<file path="config.mk">
export PLATFORM = sky130hd
export DESIGN_NAME = convo_2d_mc_flat
export DESIGN_NICKNAME = d
export VERILOG_FILES = /design/src/rtl/convo_2d_mc_if.sv /design/src/rtl/convo_2d_mc.sv /design/src/flat_wrapper.sv
export SDC_FILE = /design/constraint.sdc
export NUM_CORES = 1
export LEC_CHECK = 0
export ABC_AREA = 1
export CORE_MARGIN = 8
export CORE_UTILIZATION = 24
export CTS_CLUSTER_DIAMETER = 30
export DETAILED_ROUTE_END_ITERATION = 7
export MAX_ROUTING_LAYER = met4
export REMOVE_ABC_BUFFERS = 1
export SLEW_MARGIN = 20
export SYNTH_ARGS = -nofsm -noshare
export SYNTH_HDL_FRONTEND = slang
export SYNTH_SLANG_ARGS = --single-unit
</file>
<file path="constraint.sdc">
create_clock -name clk_i -period 12.2 [get_ports clk_i]
set_input_delay 1.83 -clock clk_i [delete_from_list [all_inputs] [get_ports clk_i]]
set_output_delay 1.83 -clock clk_i [all_outputs]
set_load 0.01 [all_outputs]
</file>
<file path="src/rtl/convo_2d_mc_if.sv">
// Handshake and BRAM port bundle for the convo_2d_mc engine.
// The master side is the layer controller plus the three BRAMs; the slave side is the engine.
interface convo_2d_mc_if #(
   parameter int DataWidth     = 8,
   parameter int ActvAddrWidth = 11,
   parameter int WgtAddrWidth  = 7,
   parameter int OutAddrWidth  = 12
);
   logic                     req_i;
   logic                     ack_o;
   logic                     req_o;
   logic                     ack_i;
   logic                     ready_o;
   logic [ActvAddrWidth-1:0] actv_ram_addr;
   logic [DataWidth-1:0]     actv_ram_din;
   logic [WgtAddrWidth-1:0]  wgt_ram_addr;
   logic [DataWidth-1:0]     wgt_ram_din;
   logic [OutAddrWidth-1:0]  out_ram_addr;
   logic                     out_ram_we;
   logic [DataWidth-1:0]     out_ram_dout;
   logic                     ovf_o;

   modport master (
      output req_i, ack_i, actv_ram_din, wgt_ram_din,
      input  ack_o, req_o, ready_o, actv_ram_addr, wgt_ram_addr,
             out_ram_addr, out_ram_we, out_ram_dout, ovf_o
   );

   modport slave (
      input  req_i, ack_i, actv_ram_din, wgt_ram_din,
      output ack_o, req_o, ready_o, actv_ram_addr, wgt_ram_addr,
             out_ram_addr, out_ram_we, out_ram_dout, ovf_o
   );
endinterface

</file>
<file path="src/rtl/convo_2d_mc.sv">
// Multi-channel 2D convolution engine with a private single-cycle MAC, stride, zero padding,
// saturating fixed-point rounding and optional ReLU; one tap per cycle, K+2 cycles per pixel.
module convo_2d_mc #(
   parameter int DataWidth     = 8,
   parameter int FpWidth       = 4,
   parameter int KernelW       = 3,
   parameter int KernelH       = 3,
   parameter int DataSizeW     = 28,
   parameter int DataSizeH     = 28,
   parameter int NumInCh       = 2,
   parameter int NumOutCh      = 4,
   parameter int Stride        = 1,
   parameter int Pad           = 0,
   parameter int Relu          = 1,
   parameter int OutW          = (DataSizeW + 2*Pad - KernelW) / Stride + 1,
   parameter int OutH          = (DataSizeH + 2*Pad - KernelH) / Stride + 1,
   parameter int ActvAddrWidth = $clog2(NumInCh*DataSizeW*DataSizeH),
   parameter int WgtAddrWidth  = $clog2(NumOutCh*NumInCh*KernelW*KernelH),
   parameter int OutAddrWidth  = $clog2(NumOutCh*OutW*OutH),
   parameter int AccWidth      = 2*DataWidth + $clog2(NumInCh*KernelW*KernelH) + 1
) (
   input logic           clk_i,
   input logic           reset_i,
   convo_2d_mc_if.slave  bus
);
   localparam int KxW = $clog2(KernelW + 1);
   localparam int KyW = $clog2(KernelH + 1);
   localparam int IcW = $clog2(NumInCh + 1);
   localparam int OxW = $clog2(OutW + 1);
   localparam int OyW = $clog2(OutH + 1);
   localparam int OcW = $clog2(NumOutCh + 1);
   localparam int PrW = 2*DataWidth;

   localparam logic [KxW-1:0] KxLast = KxW'(KernelW - 1);
   localparam logic [KyW-1:0] KyLast = KyW'(KernelH - 1);
   localparam logic [IcW-1:0] IcLast = IcW'(NumInCh - 1);
   localparam logic [OxW-1:0] OxLast = OxW'(OutW - 1);
   localparam logic [OyW-1:0] OyLast = OyW'(OutH - 1);
   localparam logic [OcW-1:0] OcLast = OcW'(NumOutCh - 1);

   localparam logic signed [AccWidth-1:0] SatMax = AccWidth'((2**(DataWidth-1)) - 1);
   localparam logic signed [AccWidth-1:0] SatMin = AccWidth'(-(2**(DataWidth-1)));

   typedef enum logic [2:0] {
      S_IDLE    = 3'd0,
      S_ACK     = 3'd1,
      S_MAC     = 3'd2,
      S_DRAIN   = 3'd3,
      S_WRITE   = 3'd4,
      S_DONE    = 3'd5,
      S_WAITLOW = 3'd6
   } state_t;

   state_t                      r_state;
   state_t                      w_next;
   logic [KxW-1:0]              r_kx;
   logic [KyW-1:0]              r_ky;
   logic [IcW-1:0]              r_ic;
   logic [OxW-1:0]              r_ox;
   logic [OyW-1:0]              r_oy;
   logic [OcW-1:0]              r_oc;
   logic                        r_tap_vld;
   logic                        r_tap_pad;
   logic                        r_tap_first;
   logic signed [AccWidth-1:0]  r_acc;
   logic                        r_ovf;

   int                          w_ix;
   int                          w_iy;
   logic                        w_pad;
   logic                        w_last_tap;
   logic                        w_last_pix;
   logic signed [DataWidth-1:0] w_actv_op;
   logic signed [PrW-1:0]       w_prod;
   logic signed [AccWidth-1:0]  w_prod_ext;
   logic signed [AccWidth-1:0]  w_shift;
   logic signed [DataWidth-1:0] w_sat;
   logic signed [DataWidth-1:0] w_result;
   logic                        w_clip;

   // Input coordinate of the current tap and loop-end detection
   always_comb begin
      w_ix       = int'(r_ox) * Stride + int'(r_kx) - Pad;
      w_iy       = int'(r_oy) * Stride + int'(r_ky) - Pad;
      w_pad      = (w_ix < 0) || (w_ix >= DataSizeW) || (w_iy < 0) || (w_iy >= DataSizeH);
      w_last_tap = (r_kx == KxLast) && (r_ky == KyLast) && (r_ic == IcLast);
      w_last_pix = (r_ox == OxLast) && (r_oy == OyLast) && (r_oc == OcLast);
   end

   // MAC product and the saturate/ReLU result path
   always_comb begin
      w_actv_op  = r_tap_pad ? '0 : $signed(bus.actv_ram_din);
      w_prod     = PrW'(w_actv_op) * PrW'($signed(bus.wgt_ram_din));
      w_prod_ext = AccWidth'(w_prod);
      w_shift    = r_acc >>> FpWidth;
      if (w_shift > SatMax) begin
         w_sat  = SatMax[DataWidth-1:0];
         w_clip = 1'b1;
      end else if (w_shift < SatMin) begin
         w_sat  = SatMin[DataWidth-1:0];
         w_clip = 1'b1;
      end else begin
         w_sat  = w_shift[DataWidth-1:0];
         w_clip = 1'b0;
      end
      w_result = ((Relu != 0) && w_sat[DataWidth-1]) ? '0 : w_sat;
   end

   // Next-state logic
   always_comb begin
      w_next = r_state;
      case (r_state)
         S_IDLE:    w_next = bus.req_i ? S_ACK : S_IDLE;
         S_ACK:     w_next = S_MAC;
         S_MAC:     w_next = w_last_tap ? S_DRAIN : S_MAC;
         S_DRAIN:   w_next = S_WRITE;
         S_WRITE:   w_next = w_last_pix ? S_DONE : S_MAC;
         S_DONE:    w_next = bus.ack_i ? S_WAITLOW : S_DONE;
         S_WAITLOW: w_next = bus.req_i ? S_WAITLOW : S_IDLE;
         default:   w_next = S_IDLE;
      endcase
   end

   // BRAM address/strobe outputs; a padding tap reads address 0 and is masked a cycle later
   always_comb begin
      bus.actv_ram_addr = '0;
      bus.wgt_ram_addr  = '0;
      bus.out_ram_addr  = '0;
      bus.out_ram_we    = 1'b0;
      bus.out_ram_dout  = '0;
      if (r_state == S_MAC) begin
         if (w_pad) begin
            bus.actv_ram_addr = '0;
         end else begin
            bus.actv_ram_addr = ActvAddrWidth'(int'(r_ic)*DataSizeW*DataSizeH + w_iy*DataSizeW + w_ix);
         end
         bus.wgt_ram_addr = WgtAddrWidth'(((int'(r_oc)*NumInCh + int'(r_ic))*KernelH
                                          + int'(r_ky))*KernelW + int'(r_kx));
      end else if (r_state == S_WRITE) begin
         bus.out_ram_addr = OutAddrWidth'(int'(r_oc)*OutH*OutW + int'(r_oy)*OutW + int'(r_ox));
         bus.out_ram_we   = 1'b1;
         bus.out_ram_dout = w_result;
      end else begin
         bus.out_ram_we = 1'b0;
      end
   end

   assign bus.ready_o = (r_state == S_IDLE);
   assign bus.ack_o   = (r_state == S_ACK);
   assign bus.req_o   = (r_state == S_DONE) && !bus.ack_i;
   assign bus.ovf_o   = r_ovf;

   // State register
   always_ff @(posedge clk_i) begin
      if (reset_i) begin
         r_state <= S_IDLE;
      end else begin
         r_state <= w_next;
      end
   end

   // Tap loop (kx, ky, ic) advances per MAC cycle; pixel loop (ox, oy, oc) per WRITE
   always_ff @(posedge clk_i) begin
      if (reset_i) begin
         r_kx <= '0; r_ky <= '0; r_ic <= '0;
         r_ox <= '0; r_oy <= '0; r_oc <= '0;
      end else begin
         case (r_state)
            S_ACK: begin
               r_kx <= '0; r_ky <= '0; r_ic <= '0;
               r_ox <= '0; r_oy <= '0; r_oc <= '0;
            end
            S_MAC: begin
               r_kx <= (r_kx == KxLast) ? '0 : r_kx + 1'b1;
               if (r_kx == KxLast) begin
                  r_ky <= (r_ky == KyLast) ? '0 : r_ky + 1'b1;
                  if (r_ky == KyLast) begin
                     r_ic <= (r_ic == IcLast) ? '0 : r_ic + 1'b1;
                  end
               end
            end
            S_WRITE: begin
               r_ox <= (r_ox == OxLast) ? '0 : r_ox + 1'b1;
               if (r_ox == OxLast) begin
                  r_oy <= (r_oy == OyLast) ? '0 : r_oy + 1'b1;
                  if (r_oy == OyLast) begin
                     r_oc <= (r_oc == OcLast) ? '0 : r_oc + 1'b1;
                  end
               end
            end
            default: begin
               r_kx <= r_kx;
            end
         endcase
      end
   end

   // Tap pipeline, accumulator and sticky overflow flag
   always_ff @(posedge clk_i) begin
      if (reset_i) begin
         r_tap_vld   <= 1'b0;
         r_tap_pad   <= 1'b0;
         r_tap_first <= 1'b0;
         r_acc       <= '0;
         r_ovf       <= 1'b0;
      end else begin
         r_tap_vld   <= (r_state == S_MAC);
         r_tap_pad   <= (r_state == S_MAC) && w_pad;
         r_tap_first <= (r_state == S_MAC) && (r_kx == '0) && (r_ky == '0) && (r_ic == '0);
         if (r_state == S_ACK) begin
            r_acc <= '0;
         end else if (r_tap_vld) begin
            r_acc <= r_tap_first ? w_prod_ext : r_acc + w_prod_ext;
         end else begin
            r_acc <= r_acc;
         end
         if (r_state == S_ACK) begin
            r_ovf <= 1'b0;
         end else if ((r_state == S_WRITE) && w_clip) begin
            r_ovf <= 1'b1;
         end else begin
            r_ovf <= r_ovf;
         end
      end
   end
endmodule
</file>
<file path="src/flat_wrapper.sv">
// flat-port wrapper written by rule: the top's interface ports become plain ports
module convo_2d_mc_flat 
#(
   parameter int DataWidth     = 8,
   parameter int FpWidth       = 4,
   parameter int KernelW       = 3,
   parameter int KernelH       = 3,
   parameter int DataSizeW     = 28,
   parameter int DataSizeH     = 28,
   parameter int NumInCh       = 2,
   parameter int NumOutCh      = 4,
   parameter int Stride        = 1,
   parameter int Pad           = 0,
   parameter int Relu          = 1,
   parameter int OutW          = (DataSizeW + 2*Pad - KernelW) / Stride + 1,
   parameter int OutH          = (DataSizeH + 2*Pad - KernelH) / Stride + 1,
   parameter int ActvAddrWidth = $clog2(NumInCh*DataSizeW*DataSizeH),
   parameter int WgtAddrWidth  = $clog2(NumOutCh*NumInCh*KernelW*KernelH),
   parameter int OutAddrWidth  = $clog2(NumOutCh*OutW*OutH),
   parameter int AccWidth      = 2*DataWidth + $clog2(NumInCh*KernelW*KernelH) + 1
)
  (clk_i, reset_i, bus_req_i, bus_ack_i, bus_actv_ram_din, bus_wgt_ram_din, bus_ack_o, bus_req_o, bus_ready_o, bus_actv_ram_addr, bus_wgt_ram_addr, bus_out_ram_addr, bus_out_ram_we, bus_out_ram_dout, bus_ovf_o);
  convo_2d_mc_if #(.DataWidth(DataWidth), .ActvAddrWidth(ActvAddrWidth), .WgtAddrWidth(WgtAddrWidth), .OutAddrWidth(OutAddrWidth)) bus_i ();
  input logic clk_i;
  input logic reset_i;
  input wire logic [$bits(bus_i.req_i)-1:0] bus_req_i;
  input wire logic [$bits(bus_i.ack_i)-1:0] bus_ack_i;
  input wire logic [$bits(bus_i.actv_ram_din)-1:0] bus_actv_ram_din;
  input wire logic [$bits(bus_i.wgt_ram_din)-1:0] bus_wgt_ram_din;
  output wire logic [$bits(bus_i.ack_o)-1:0] bus_ack_o;
  output wire logic [$bits(bus_i.req_o)-1:0] bus_req_o;
  output wire logic [$bits(bus_i.ready_o)-1:0] bus_ready_o;
  output wire logic [$bits(bus_i.actv_ram_addr)-1:0] bus_actv_ram_addr;
  output wire logic [$bits(bus_i.wgt_ram_addr)-1:0] bus_wgt_ram_addr;
  output wire logic [$bits(bus_i.out_ram_addr)-1:0] bus_out_ram_addr;
  output wire logic [$bits(bus_i.out_ram_we)-1:0] bus_out_ram_we;
  output wire logic [$bits(bus_i.out_ram_dout)-1:0] bus_out_ram_dout;
  output wire logic [$bits(bus_i.ovf_o)-1:0] bus_ovf_o;
  assign bus_i.req_i = bus_req_i;
  assign bus_i.ack_i = bus_ack_i;
  assign bus_i.actv_ram_din = bus_actv_ram_din;
  assign bus_i.wgt_ram_din = bus_wgt_ram_din;
  assign bus_ack_o = bus_i.ack_o;
  assign bus_req_o = bus_i.req_o;
  assign bus_ready_o = bus_i.ready_o;
  assign bus_actv_ram_addr = bus_i.actv_ram_addr;
  assign bus_wgt_ram_addr = bus_i.wgt_ram_addr;
  assign bus_out_ram_addr = bus_i.out_ram_addr;
  assign bus_out_ram_we = bus_i.out_ram_we;
  assign bus_out_ram_dout = bus_i.out_ram_dout;
  assign bus_ovf_o = bus_i.ovf_o;
  convo_2d_mc #(.DataWidth(DataWidth), .FpWidth(FpWidth), .KernelW(KernelW), .KernelH(KernelH), .DataSizeW(DataSizeW), .DataSizeH(DataSizeH), .NumInCh(NumInCh), .NumOutCh(NumOutCh), .Stride(Stride), .Pad(Pad), .Relu(Relu), .OutW(OutW), .OutH(OutH), .ActvAddrWidth(ActvAddrWidth), .WgtAddrWidth(WgtAddrWidth), .OutAddrWidth(OutAddrWidth), .AccWidth(AccWidth)) u_core (.clk_i(clk_i), .reset_i(reset_i), .bus(bus_i));
endmodule
</file>
After elaboration in Yosys (flattened, before gate mapping)
Index checks and enable logic that the tools add are counted.

Add/subtract/negate cells: 16. Multiply operators: 9. Order comparisons: 6. Equal/unequal tests: 16. Multiplexer cells: 40. Reductions and logical operators: 25.

Operators with widths (count): $ge A32 B6 Y1 const B (2); $lt A32 B1 Y1 const B (2); $mux W8 (5); $add A32 B3 Y32 (1); $mul A32 B3 Y32 const B (1); $mul A32 B3 Y7 const B (1); $mul A32 B4 Y9 const B (1); $mul A31 B5 Y10 const B (1); $mul A30 B4 Y7 const B (1); $mux W12 (2); $add A11 B11 Y11 (2); $add A22 B16 Y22 (1); $mux W11 (2); $mux W22 (1); $pmux W3 S7 (1); $pmux W5 S2 (2); $gt A18 B8 Y1 const B (1); $lt A18 B8 Y1 const B (1); $mul A8 B8 Y16 (1); $mux W3 (5); $mux W5 (3); $mux W2 (7); $mux W7 (2); $add A12 B12 Y12 (1); 29 further kinds (65).

Bits in registers: 48. Input port bits: 20. Output and inout bits: 43. Logic and storage cells: 124.

Depth between registers and ports, before layout
Gate-level depths: netlist of run 1.

Word-level depth: 7. Depth in mapped cells: 36.

Worst setup path after synthesis of run 1
No wires, ideal clock.

Kind: input port to flip-flop. From: input bus_actv_ram_din[7]. To: register u_core.r_acc[19]. Setup time: 0.117 ns. Arrival: 6.841 ns. Slack: 5.242 ns. Cell stages on the path: 28. Path buffers: 0. Cell sequence: nand2_1 nor2_1 fa_1 inv_1 fa_1 inv_1 fa_1 inv_1 fa_1 inv_1 ha_1 a21o_1 a31oi_1 nand3_1 or2_2 and2_1 ha_1 nand2_1 inv_1 nand2_1 nor3_1 nand4_1 nand3_1 nand2_1 inv_1 nor2_1 nor2_1 nor2_1.

Word-level cells in the longest chain between the ends: 4.

Ends and longest elaborated chain: start, declared (RTL line flat_wrapper.sv:28) `input wire logic [$bits(bus_i.actv_ram_din)-1:0] bus_actv_ram_din;`; $mux W8 * (RTL line convo_2d_mc.sv:92) `w_actv_op = r_tap_pad ? '0 : $signed(bus.actv_ram_din);`; $mul A8 B8 Y16 * (RTL line convo_2d_mc.sv:93) `w_prod = PrW'(w_actv_op) * PrW'($signed(bus.wgt_ram_din));`; $add A22 B16 Y22 (RTL line convo_2d_mc.sv:213) `r_acc <= r_tap_first ? w_prod_ext : r_acc + w_prod_ext;`; $mux W22 * (RTL line convo_2d_mc.sv:213); end signal, assigned (RTL line convo_2d_mc.sv:213); end signal, assigned (RTL line convo_2d_mc.sv:215) `r_acc <= r_acc;`; end, declared (RTL line convo_2d_mc.sv:65) `logic signed [AccWidth-1:0] r_acc;`.

Mark *: on every way between the ends. The rest lies on a longest branch, timed or not. A chain may end at the register's enable or synchronous reset.

Final worst setup path of run 1
Same ends and word-level chain as after synthesis.

==> flow_summary.json, run 1 <==
{
  "status": "complete, no violations",
  "final_common_cell": "inv_1",
  "die_x_um": 218,
  "cp_top_family": "adder cells",
  "peakVddDrop_mv": 0.108,
  "place_hpwl_um": 21400,
  "start_util_pct": 24.2,
  "synthTopCellsByArea": "ha_1 23%, fa_1 16%, inv_1 11%",
  "reg2reg_slack_ns": 5.83,
  "grt_setup_unrepaired": "no",
  "syn_inst": 1400,
  "total_leakage_power_nw": 6.03,
  "reg2reg_to": "u_core.r_acc[19]",
  "ys_ff_latch": 48,
  "slew_viol_final": 0,
  "path_max_fanout": 7,
  "path_class": "in2reg",
  "critical_path.startpoint": "bus_actv_ram_din[7]",
  "dr.pass1.iters": 5,
  "synth_area_um2": 9800,
  "crit_end": "u_core.r_acc[19]",
  "hold_violations": 0,
  "cts_setup_buffers": 0,
  "via_count": 8682,
  "finClkSkew_ns": 0.00851,
  "max-cap-violations": 0,
  "grt_overflow": 0,
  "critPathBufInv": 6,
  "period_minus_slack_ns": 7.66,
  "synth_edf_count": 0,
  "tightest_slew_ns": 0.753,
  "ys_types": 50,
  "synth-main-ff-cell": "dfxtp_1",
  "fin_cells": 1987,
  "endpoint_kind": "flip-flop",
  "fp-row-count": 74,
  "post_cts_resized": 0,
  "ff2ff_path_depth": 28,
  "cts_buffers": 5,
  "htreeDepth": 2,
  "drive_above_1_share_pct": 2.34,
  "boundaryPins": 63,
  "fmax_ghz": 0.131,
  "cts_tree": "yes",
  "routed_wl_um": 24800,
  "gp_congestion": 0.903,
  "setup_violations": 0,
  "reg2reg_from": "u_core.r_tap_pad",
  "slew_headroom_pct": 49.7,
  "grt_pass1_wl_um": 42800,
  "finalCritPeriodShare_pct": 62.8,
  "clkSinkCount": 48,
  "cp_num_cells": 28,
  "layout_common_cells": "294 x inv_1, 242 x nand2_1, 183 x ha_1",
  "wl_per_cell_um": 12.5,
  "finalPower_mw": 1.63,
  "cp.arrival_ns": 7.90,
  "antenna_found_initial": 0,
  "viasPerCell": 4.37,
  "worst_path_max_delay_cell": "fa_1",
  "yosysWarningCount": 0,
  "critical_path.max_stage_delay_ns": 0.71,
  "cts_root_buffer": "clkbuf_16",
  "startpoint_type": "input pin",
  "cp_common_cell": "inv_1",
  "die_area_um2": 47600,
  "max-clock-path-buffers": 2,
  "ant_nets": 0,
  "synth.top_cell.area_share_pct": 23.4,
  "async_flop_share_pct": 0,
  "drc_errors": 0,
  "grt_max_degree": 35,
  "worstSkewPairLatency_ns": 0.30,
  "synth.largest_area_cell": "ha_1",
  "fin_nets": 1735,
  "p_per_area_nw_per_um2": 146,
  "antennaDiodeCount": 0,
  "fin_setup_tns_ns": 0,
  "worstPathRequired_ns": 12.44,
  "syn_avg_cell_area_um2": 7.00,
  "placed_cells": 1979,
  "numPortBuffers": 61,
  "ys_seq_area_share_pct": 9.81,
  "grt_pass1_vias": 8836,
  "fillers": 4519,
  "drt-initial-drc-count": 551,
  "track_usage_pct": 11.1,
  "cts_hold_buffers": 0,
  "path_clk_slew_ns": 0.07,
  "min_path_type": "reg2reg",
  "core-area_um2": 40600,
  "die_h_um": 218,
  "syn2layout_area_growth_pct": 14.2
}
## cells by family after synthesis
kind of cell	Yosys count	share of synthesized area, %
other	1	0.0383
DFF	48	9.81
xor gates and xnor gates	57	5.17
adders and majority gates	261	39.3
buffers and inverters	316	12.2
and+or+nand+nor	525	22.6
AOI/OAI and AO/OA	192	10.9
## worst min-delay path by stage
stage / end / cells past startpoint / start / slack [ns]
2_1_floorplan: u_core.r_acc[5] / 2 / u_core.r_acc[5] / 0.46
3_3_place_gp: u_core.r_acc[5] / 2 / u_core.r_acc[5] / 0.49
3_5_place_dp: u_core.r_acc[5] / 2 / u_core.r_acc[5] / 0.49
4_1_cts: u_core.r_acc[5] / 2 / u_core.r_acc[5] / 0.50
5_1_grt: u_core.r_acc[5] / 2 / u_core.r_acc[5] / 0.53
6_report: u_core.r_acc[5] / 2 / u_core.r_acc[5] / 0.51
## Yosys cell counts, types with 2 or more instances
cell,count
nand4_1,18
a31oi_1,14
nand3b_1,5
xnor2_1,21
fa_1,78
inv_2,5
o21a_1,2
o211ai_1,2
o21ai_1,3
a21oi_1,95
nand2_2,7
nand3_1,49
o21ai_0,49
nor3b_2,3
nand2_1,242
clkbuf_1,10
dfxtp_1,48
buf_1,2
a21o_1,5
nor4_1,2
ha_1,183
a211oi_1,4
nand2_4,2
xor2_1,35
buf_2,4
inv_1,294
nor2_1,176
and2_1,2
o21bai_1,7
nor3_1,13
## flip-flops by register name, summed over array words and instances, names as in the netlist
signal and count:
u_core.r_state 3, u_core.r_acc 22, u_core.bus.ovf_o 1, u_core.r_tap_pad 1, u_core.r_oc 3, u_core.r_ky 2
u_core.r_ox 5, u_core.r_kx 2, u_core.r_oy 5, u_core.r_tap_first 1, u_core.r_ic 2, u_core.r_tap_vld 1
## report_power, final
part	internal (mW)	switching, mW	leakage [nW]	total [mW]
logic	0.450	0.847	5.56	1.30
registers	0.163	0.00977	0.389	0.173
clock network	0.0967	0.0673	0.0808	0.164
## routing by layer
layer,global-route usage [%],wire (um)
met3,1.50,860
met4,2.42,351
met1,14.2,12000
met5,-,0
met2,18.4,11600
## worst min-delay path: cells and delay by family (launching register included)
| kind | cells | cell delay, ns |
|---|---|---|
| DFF | 1 | 0.33 |
| AOI/OAI and AO/OA | 1 | 0.06 |
| and+or+nand+nor | 1 | 0.07 |
## metrics by stage
| step | area (um^2) | setup slack, ns | util, % | hold slack, ns |
|---|---|---|---|---|
| 2_1_floorplan | 9730 | 5.24 | - | 0.463 |
| 3_3_place_gp | 11000 | 4.34 | 27.2 | 0.489 |
| 3_5_place_dp | 11000 | 4.31 | 27.2 | 0.489 |
| 4_1_cts | 11200 | 4.44 | 27.6 | 0.500 |
| 5_1_grt | 11200 | 4.03 | 27.6 | 0.526 |
| 6_report | 11200 | 4.54 | 27.6 | 0.505 |
## area by class of cell
type,count,area (um^2),area share (%)
Timing Repair Buffer,64,633,5.66
Clock buffer,6,129,1.15
Multi-Input combinational cell,1036,7640,68.3
Clock inverter,2,35.0,0.313
Inverter,299,1120,10.0
Tap cell,532,666,5.95
Sequential cell,48,961,8.59
Power figures use the tool's default switching activity.
==> inputs of run 2 (changes only) <==
==> constraint.sdc (replaced) <==
create_clock -name clk_i -period 7.1 [get_ports clk_i]
set_input_delay 1.065 -clock clk_i [delete_from_list [all_inputs] [get_ports clk_i]]
set_output_delay 1.065 -clock clk_i [all_outputs]
set_load 0.01 [all_outputs]
==> run 2 against run 1 <==
  * Setup slack got worse by 4.2 ns
  * Register-to-register slack got worse by 4.8 ns
  * Sequential share of layout area is essentially flat
  * Die area is the same
  * Sequential cell count unchanged
==> flow_summary.json, run 2 (synthesized netlist as in run 1, its figures left out) <==
{
  "antenna_found_initial": 0,
  "wl_per_cell_um": 12.5,
  "fp-row-count": 74,
  "cp_common_cell": "ha_1",
  "htreeDepth": 2,
  "max-cap-violations": 0,
  "grt_pass1_vias": 8846,
  "setup_violations": 0,
  "seqPwrFrac_pct": 10.6,
  "place_hpwl_um": 21400,
  "fin_cells": 1994,
  "period_minus_slack_ns": 6.73,
  "total_leakage_power_nw": 6.06,
  "syn2layout_area_growth_pct": 15.1,
  "fmax_ghz": 0.149,
  "drive_above_1_share_pct": 3.83,
  "post_cts_resized": 0,
  "die_x_um": 218,
  "path_max_fanout": 7,
  "layout_common_cells": "290 x inv_1, 240 x nand2_1, 181 x ha_1",
  "placed_area_um2": 11100,
  "slew_viol_final": 0,
  "combinationalPowerShare_pct": 80.4,
  "slew_headroom_pct": 47.7,
  "reg.largest.list": "u_core.r_acc (22), u_core.r_ox (5), u_core.r_oy (5)",
  "die_area_um2": 47600,
  "power.clock.fraction_pct": 9.0,
  "cts_tree": "yes",
  "finish.utilization_pct": 27.8,
  "finalCritPeriodShare_pct": 94.8,
  "cts_setup_buffers": 0,
  "max-clock-path-buffers": 2,
  "grt_pass1_wl_um": 42700,
  "core-area_um2": 40600,
  "routed_wl_um": 24900,
  "numPortBuffers": 61,
  "cp_top_family": "adder cells",
  "critPathBufInv": 5,
  "worstSkewPairLatency_ns": 0.30,
  "cts_root_buffer": "clkbuf_16",
  "cts_buffers": 5,
  "grt_max_degree": 35,
  "ff2ff_path_depth": 31,
  "dr.pass1.iters": 5,
  "die_h_um": 218,
  "cp_num_cells": 21,
  "viasPerCell": 4.38,
  "boundaryPins": 63,
  "worstPathRequired_ns": 6.03,
  "p_per_area_nw_per_um2": 249,
  "final_common_cell": "inv_1",
  "hold_violations": 0,
  "grt_overflow": 0,
  "cts_hold_buffers": 0,
  "cp.arrival_ns": 5.66,
  "via_count": 8743,
  "start_util_pct": 24.2,
  "worst_path_max_delay_cell": "clkdlybuf4s50_1",
  "drt-initial-drc-count": 441,
  "internal_power_mw": 1.21,
  "status": "complete, no violations",
  "fin_nets": 1743,
  "tightest_slew_ns": 0.781,
  "min_path_type": "reg2reg",
  "largest_reg_flops": 22,
  "finClkSkew_ns": 0.00792,
  "endpoint_kind": "output pin",
  "placed_cells": 1987,
  "finalPower_mw": 2.81,
  "regMostFlops": "u_core.r_acc",
  "track_usage_pct": 11.0,
  "startpoint_type": "flip-flop",
  "path_class": "reg2out",
  "drc_errors": 0,
  "netSwitchingFraction_pct": 56.9,
  "hold_path_depth": 2,
  "gp_congestion": 0.935,
  "holdWs_ns": 0.518,
  "switchingPower_mw": 1.60,
  "ant_nets": 0,
  "antennaDiodeCount": 0,
  "crit_chain": "ha_1 > ha_1 > inv_1 > fa_1 > inv_1 > ha_1 > ha_1 > fa_1 > ha_1 > nand2_1 > o21ai_1 > xor2_1 > inv_1 > ha_1 > ha_1 > nand2_1 > inv_1 > a221oi_1 > a21oi_1 > nor2_1 > clkdlybuf4s50_1",
  "path_clk_slew_ns": 0.07,
  "clkSinkCount": 48,
  "critical_path.max_stage_delay_ns": 0.56,
  "peakVddDrop_mv": 0.132,
  "reg2reg_slack_ns": 1.03,
  "postLayoutCellArea_um2": 11300
}
[run 2: changes by cell type in the layout (fill, tap and decap cells not counted), sizes merged]
cell,delta
clkdlybuf4s50,-1
bufinv,-1
buf,+8
dlymetal6s2s,+1
[run 2: per-stage QoR]
step | setup slack (ns) | setup TNS, ns
after floorplan | 0.904 | 0
after global placement | 0.149 | 0
after detailed placement | 0.0453 | 0
after CTS | 0.0723 | 0
after global routing | -0.00715 | -0.00715
final | 0.372 | 0
[run 2: final cells by class]
class                           instances  area, um^2
Clock inverter                          1        8.76
Timing Repair Buffer                   72         696
Clock buffer                            6         139
Sequential cell                        48         965
Multi-Input combinational cell       1036        7680
Inverter                              299        1120
Fill cell                            4495       29300
Tap cell                              532         666
[run 2: worst min-delay path: stages (launching register included)]
cell	delay, ns
dfxtp_1	0.34
nand2_1	0.07
a21oi_1	0.06
[run 2: per-layer routing]
layer | GRT usage (%) | share of wire [%] | vias up
met3 | 1.14 | 2.9 | 21
met5 | - | 0 | -
li1 | - | - | 4534
met2 | 18.4 | 47 | 138
met4 | 2.35 | 1.6 | 0
met1 | 14.1 | 49 | 4050
[run 2: final timing paths]
| path | start | endpoint |
|---|---|---|
| worst max register to register | u_core.r_tap_pad | u_core.r_acc[17] |
| worst max-delay path | u_core.r_oc[1] | bus_out_ram_addr[10] |
| worst min-delay path | u_core.r_acc[5] | u_core.r_acc[5] |
| worst min register to register | u_core.r_acc[5] | u_core.r_acc[5] |
[run 2: power by group through the flow]
stage,logic (mW),clock network (mW),registers [mW]
CTS,2.25,0.262,0.297
floorplan,1.71,0,0.301
detailed placement,2.23,0,0.303
global route,2.60,0.274,0.299
finish,2.26,0.254,0.297
global placement,2.21,0,0.303
